`config.mk`:
```
export PLATFORM = sky130hd
export DESIGN_NAME = multicycle_controller
export DESIGN_NICKNAME = d
export VERILOG_FILES = /design/src/rtl/multicycle_controller.sv
export SDC_FILE = /design/constraint.sdc
export NUM_CORES = 1
export LEC_CHECK = 0
export BUFFER_PORTS_ARGS = -buffer_cell sky130_fd_sc_hd__buf_2
export CORE_MARGIN = 5
export CORE_UTILIZATION = 49
export CTS_CLUSTER_DIAMETER = 200
export CTS_CLUSTER_SIZE = 20
export DETAILED_ROUTE_END_ITERATION = 8
export PLACE_DENSITY_LB_ADDON = 0.1
export SLEW_MARGIN = 40
export SYNTH_ARGS = -nofsm -noshare
export SYNTH_HDL_FRONTEND = slang
export SYNTH_SLANG_ARGS = --single-unit
```
`constraint.sdc`:
```
create_clock -name clk -period 3.5 [get_ports clk]
set_input_delay 0.175 -clock clk [delete_from_list [all_inputs] [get_ports clk]]
set_output_delay 0.175 -clock clk [all_outputs]
set_load 0.03 [all_outputs]
```
`src/rtl/multicycle_controller.sv`:
```
// Control FSM for a multicycle CPU datapath: sequences fetch, decode, execute,
// memory access and write-back, and drives the datapath strobes and selects.
//
//  state     | meaning
//  ----------+----------------------------------------------------------
//  FETCH     | read instruction at PC, PC+1 into PC once memory is ready
//  DECODE    | branch target into ALUOut, opcode latched for later states
//  EXEC_R    | register-register ALU operation selected by Funct
//  EXEC_I    | register + sign-extended immediate
//  WB_R      | ALUOut into register file
//  MEM_ADDR  | effective address = A + immediate
//  MEM_READ  | data read, waits for MemReady
//  MEM_WB    | memory data into register file
//  MEM_WRITE | data write, waits for MemReady
//  BRANCH    | conditional PC load from ALUOut on Zero
//  JUMP      | unconditional PC load from jump target
//  HALT      | parked until reset
module multicycle_controller (
  input  logic       clk,
  input  logic       rst,
  input  logic [2:0] Opcode,
  input  logic [2:0] Funct,
  input  logic       Zero,
  input  logic       MemReady,
  output logic [2:0] ALUControl,
  output logic       ALUSrcA,
  output logic [1:0] ALUSrcB,
  output logic [1:0] PCSrc,
  output logic       PCWrite,
  output logic       IRWrite,
  output logic       MemRead,
  output logic       MemWrite,
  output logic       IorD,
  output logic       RegWrite,
  output logic       MemToReg,
  output logic       Halted,
  output logic [3:0] StateOut
);

  typedef enum logic [3:0] {
    FETCH     = 4'd0,
    DECODE    = 4'd1,
    EXEC_R    = 4'd2,
    EXEC_I    = 4'd3,
    WB_R      = 4'd4,
    MEM_ADDR  = 4'd5,
    MEM_READ  = 4'd6,
    MEM_WB    = 4'd7,
    MEM_WRITE = 4'd8,
    BRANCH    = 4'd9,
    JUMP      = 4'd10,
    HALT      = 4'd11
  } state_t;

  localparam logic [2:0] OP_RTYPE = 3'b000;
  localparam logic [2:0] OP_ADDI  = 3'b001;
  localparam logic [2:0] OP_LOAD  = 3'b010;
  localparam logic [2:0] OP_STORE = 3'b011;
  localparam logic [2:0] OP_BEQ   = 3'b100;
  localparam logic [2:0] OP_JUMP  = 3'b101;

  localparam logic [2:0] ALU_ADD  = 3'b000;
  localparam logic [2:0] ALU_PASS_A = 3'b101;

  localparam logic [1:0] SRCB_REG = 2'b00;
  localparam logic [1:0] SRCB_ONE = 2'b01;
  localparam logic [1:0] SRCB_IMM = 2'b10;

  localparam logic [1:0] PC_ALU    = 2'b00;
  localparam logic [1:0] PC_ALUOUT = 2'b01;
  localparam logic [1:0] PC_JUMP   = 2'b10;

  state_t     state;
  state_t     state_nxt;
  logic [2:0] op_q;
  logic [2:0] op_nxt;

  // Opcode is captured on leaving DECODE so MEM_ADDR never sees a changing IR.
  assign op_nxt = (state == DECODE) ? Opcode : op_q;

  always_ff @(posedge clk) begin
    if (rst) begin
      state <= FETCH;
      op_q  <= OP_RTYPE;
    end else begin
      state <= state_nxt;
      op_q  <= op_nxt;
    end
  end

  always_comb begin
    state_nxt  = state;
    ALUControl = ALU_ADD;
    ALUSrcA    = 1'b0;
    ALUSrcB    = SRCB_REG;
    PCSrc      = PC_ALU;
    PCWrite    = 1'b0;
    IRWrite    = 1'b0;
    MemRead    = 1'b0;
    MemWrite   = 1'b0;
    IorD       = 1'b0;
    RegWrite   = 1'b0;
    MemToReg   = 1'b0;
    Halted     = 1'b0;
    StateOut   = state;

    case (state)
      FETCH: begin
        MemRead = 1'b1;
        ALUSrcB = SRCB_ONE;
        if (MemReady) begin
          IRWrite   = 1'b1;
          PCWrite   = 1'b1;
          state_nxt = DECODE;
        end
      end
      DECODE: begin
        ALUSrcB = SRCB_IMM;
        case (Opcode)
          OP_RTYPE:          state_nxt = EXEC_R;
          OP_ADDI:           state_nxt = EXEC_I;
          OP_LOAD, OP_STORE: state_nxt = MEM_ADDR;
          OP_BEQ:            state_nxt = BRANCH;
          OP_JUMP:           state_nxt = JUMP;
          default:           state_nxt = HALT;
        endcase
      end
      EXEC_R: begin
        ALUSrcA    = 1'b1;
        ALUControl = Funct;
        state_nxt  = WB_R;
      end
      EXEC_I: begin
        ALUSrcA   = 1'b1;
        ALUSrcB   = SRCB_IMM;
        state_nxt = WB_R;
      end
      WB_R: begin
        RegWrite  = 1'b1;
        state_nxt = FETCH;
      end
      MEM_ADDR: begin
        ALUSrcA   = 1'b1;
        ALUSrcB   = SRCB_IMM;
        state_nxt = (op_q == OP_STORE) ? MEM_WRITE : MEM_READ;
      end
      MEM_READ: begin
        MemRead = 1'b1;
        IorD    = 1'b1;
        if (MemReady) state_nxt = MEM_WB;
      end
      MEM_WB: begin
        RegWrite  = 1'b1;
        MemToReg  = 1'b1;
        state_nxt = FETCH;
      end
      MEM_WRITE: begin
        MemWrite = 1'b1;
        IorD     = 1'b1;
        if (MemReady) state_nxt = FETCH;
      end
      BRANCH: begin
        ALUSrcA    = 1'b1;
        ALUControl = ALU_PASS_A;
        PCSrc      = PC_ALUOUT;
        PCWrite    = Zero;
        state_nxt  = FETCH;
      end
      JUMP: begin
        PCSrc     = PC_JUMP;
        PCWrite   = 1'b1;
        state_nxt = FETCH;
      end
      HALT: begin
        Halted    = 1'b1;
        state_nxt = HALT;
      end
      default: begin
        StateOut  = 4'd0;
        state_nxt = FETCH;
      end
    endcase

    // Reset forces a quiet bus so no write strobe can coincide with rst.
    if (rst) begin
      ALUControl = ALU_ADD;
      ALUSrcA    = 1'b0;
      ALUSrcB    = SRCB_REG;
      PCSrc      = PC_ALU;
      PCWrite    = 1'b0;
      IRWrite    = 1'b0;
      MemRead    = 1'b0;
      MemWrite   = 1'b0;
      IorD       = 1'b0;
      RegWrite   = 1'b0;
      MemToReg   = 1'b0;
      Halted     = 1'b0;
      StateOut   = 4'd0;
    end
  end

endmodule

```
==> summary by stage <==
Run status
The flow ran to the end, and the final reports show no timing, DRC or antenna violations.

Worst hold path
The worst hold path passes through 3 cells. The worst hold path belongs to the class input pin to flop.

Power
Power spread over the standard cell area amounts to slightly below 500 mW/mm^2. Power comes to just over 400 uW. The analysis attributes to cell leakage a power of 0.0003813 uW. IR analysis of the VDD net gives a maximum drop of 354.6 uV.

Floorplanning
After floorplanning, the core was sized to cover between 0.001 and 0.0015 sq mm. After floorplanning, the core was divided into 13 placement rows. The initial cell density of the core is 0.5195. The width of the die is around 47 um. The die area is between 0.002 and 0.0025 sq mm. The y dimension of the die is roughly 47 um. For this design the top-level I/O count stands at 30.

Critical path
For the worst setup path, the data arrival time is roughly 1.9 ns. The largest single stage delay on the critical path is around 0.73 ns. The standard cell with the maximum stage delay on the critical path is dfxtp_1. The worst setup path is launched from a flop. The required time of the worst setup path is around 3.3 ns. The start-to-end type of the worst setup path is flop to output pin.

Along the worst path, the maximum fanout reaches 19. Traced cell by cell, the critical path runs through inv_1, or3_1, a21oi_1, buf_2. The length in cells of the worst reg-to-reg path is 3. The worst setup path is captured at an output pin.

GRT
The global-route usage over all layers is 0.1811. The final global-route overflow total is 0. Entering global routing, the biggest net connects 21 pins.

The via count of the first global-routing pass is between 600 and 700. The global-route wire length before repair is ~2800 um. The number of antenna violations at the first check in global routing came to 0.

Route
Summing over every cut layer, the via total after detailed routing is 766. The count of nets left with antenna violations once routing finished came out at 0. After detailed routing, the average wire length per cell comes to about 13 um. The first detailed-routing pass ran for 4 iterations. The total wire length is 1761 um.

The residual DRC count is 0. The detailed router finished its first iteration with 22 violations. The via count normalized by instance count is 5.803.

Synth
For this run, the register share of the synthesized area comes to 0.2048. The number of nets handed over by synthesis was roughly 100. Among all flip-flop cells after synthesis, the most frequent one is dfxtp_1. The synthesized area divided by synthesized cell count is 7.359 sq um. The compound-cell area share of the yosys netlist is 0.2413. The fraction of synthesis flops using an asynchronous set or reset pin is 0. The portion of netlist area occupied by mux cells is 0.05850.

Summing every instance area after synthesis gives 684.4 sq um. The xor-xnor portion of the synthesized cell area is 0.01280. Of the total synthesized cell area, the portion taken by full adders, half adders and majority gates is 0. Of the total synthesized cell area, the portion taken by AND, OR, NAND and NOR gates is 0.3784. The register bit total from synthesis is 7. The number of flops mapped to enable cells by yosys is 0. After synthesis, the largest family of logic cells by area is simple AND/OR/NAND/NOR gates. The synthesized instance count is 93. The count of synthesis-stage warnings from yosys is 0. The netlist uses 39 different library cells.

Placement
Summed over all nets, the half-perimeter wirelength after detailed placement is roughly 1300 um. The final weighted congestion in routability-driven placement is between 0.8 and 0.9. The number of placed cells counting well taps is 128. In this run the tool buffered the top-level ports with 29 buffer cells.

The area after detailed placement is 799.5 sq um.

Timing
The final period utilization is 0.5954. The transition at the pin with the smallest max-transition slack is 0.6492 ns. The final hold violation count is 0. For the final routed database, the setup TNS stands at 0 ns. Setup repair after global routing left no endpoint under its margin. Setup violations remaining at the end of the flow were counted as 0. The clock skew after layout is roughly 0.0016 ns. The worst-case headroom to the max-slew limit is 0.5666. The max-slew violation total from the final report is 0. The peak clock frequency supported by timing is ~480 MHz. Subtracting the final worst setup slack from the clock period gives between 2 and 2.5 ns.

Run
The tool flagged a number of max-cap violations equal to 0.

Cells and area
The post-layout net count is 128. Leaving out fill and tap cells, the most frequent cell in the layout is buf_2. The relative area change from synthesis to final layout is 20.66%. Of the cells placed in the final design, the portion with a size suffix greater than 1 is 0.2821. The library cells used most frequently in the layout, excluding fill and tap cells, are buf_2 (29), a21oi_1 (8), nor2_1 (7), dfxtp_1 (7), inv_1 (6). After routing the design area is 825.8 sq um. The filler cell count is approximately 130. The number of antenna diodes in the final layout is 0. The share of the core filled with cells is 0.6268.

Excluding fillers, the count of instances in the completed layout stands at roughly 130.

CTS
Buffers inserted during clock tree synthesis total 3. The count of clock tree sinks is 7. Clock tree synthesis selected as its root buffer the cell clkbuf_4. TritonCTS built the clock tree.

The H-tree level count is 1. Once the clock tree was built, the resizer swapped 0 gates to a different size. The post-CTS setup buffer count is 0.

The clock reaches the later pin of the worst-skew pair after between 0.2 and 0.3 ns. The number of hold-repair buffers added at the cts stage is 0. The post-CTS clock slew at the launch and capture registers of the worst setup and hold paths is roughly 0.05 ns. The buffer depth of the longest clock path is 2.
-- per-stage QoR --
step | setup slack, ns | hold WS, ns
3_3_place_gp | 1.754 | 0.4612
4_1_cts | 1.431 | 0.2034
6_report | 1.416 | 0.2141
5_1_grt | 1.307 | 0.2186
3_5_place_dp | 1.725 | 0.4731
2_1_floorplan | 1.481 | 0.3218
-- report_power, final --
part           switching, uW  leakage, uW  internal, uW
Clock                   29.0    0.0000150          43.5
Sequential              47.0    0.0000572          94.7
Combinational            115     0.000309          79.3
-- worst max-delay path, delay by kind of cell, from the launching register on --
| family | cells | cell delay, ns |
|---|---|---|
| flops | 1 | 0.73 |
| simple gates | 1 | 0.44 |
| buf+inv | 2 | 0.36 |
| compound gates | 1 | 0.13 |
-- path summary, 6_finish.rpt --
| check | from | endpoint | slack (ns) |
|---|---|---|---|
| setup / recovery | state[2] | RegWrite | 1.42 |
| hold / removal | Opcode[0] | op_q[0] | 0.21 |
| setup reg to reg | state[0] | state[2] | 1.78 |
| hold reg to reg | op_q[1] | op_q[1] | 0.50 |
-- synth_stat cells, types with 3 or more instances --
master | n | area (sq um)
nand2b_1 | 4 | 25.02
buf_2 | 3 | 15.01
nor2_1 | 7 | 26.28
dfxtp_1 | 7 | 140.1
nand2_1 | 5 | 18.77
nor3_1 | 3 | 15.01
mux2i_1 | 4 | 40.04
nor3b_1 | 3 | 22.52
nand3b_1 | 3 | 22.52
inv_1 | 6 | 22.52
a21oi_1 | 8 | 40.04
a211oi_1 | 3 | 22.52
clkbuf_1 | 3 | 11.26
-- sequential cells by signal, indices dropped and copies added, names as in the netlist --
| register | flops |
|---|---|
| op_q | 3 |
| state | 4 |
-- routing by layer --
layer / routed length (um) / GRT usage
met1: 819 / 0.2595
met2: 768 / 0.2326
met3: 145 / 0.06897
met4: 29 / 0.08287
met5: 0 / 0
-- logic make-up after synthesis --
| group | count (synthesis) |
|---|---|
| mux | 4 |
| simple gates | 41 |
| flops | 7 |
| compound gates | 25 |
| buf+inv | 15 |
| xor+xnor | 1 |
-- layout make-up --
class,count,area (sq um),area share
repair buffers,29,145.1,0.1758
multi-input cells,71,473.0,0.5727
well taps,15,18.77,0.02273
flip-flops and latches,7,140.1,0.1697
inverters,6,22.52,0.02727
clock buffers,4,26.28,0.03182
(Power assumes the default switching activity.)
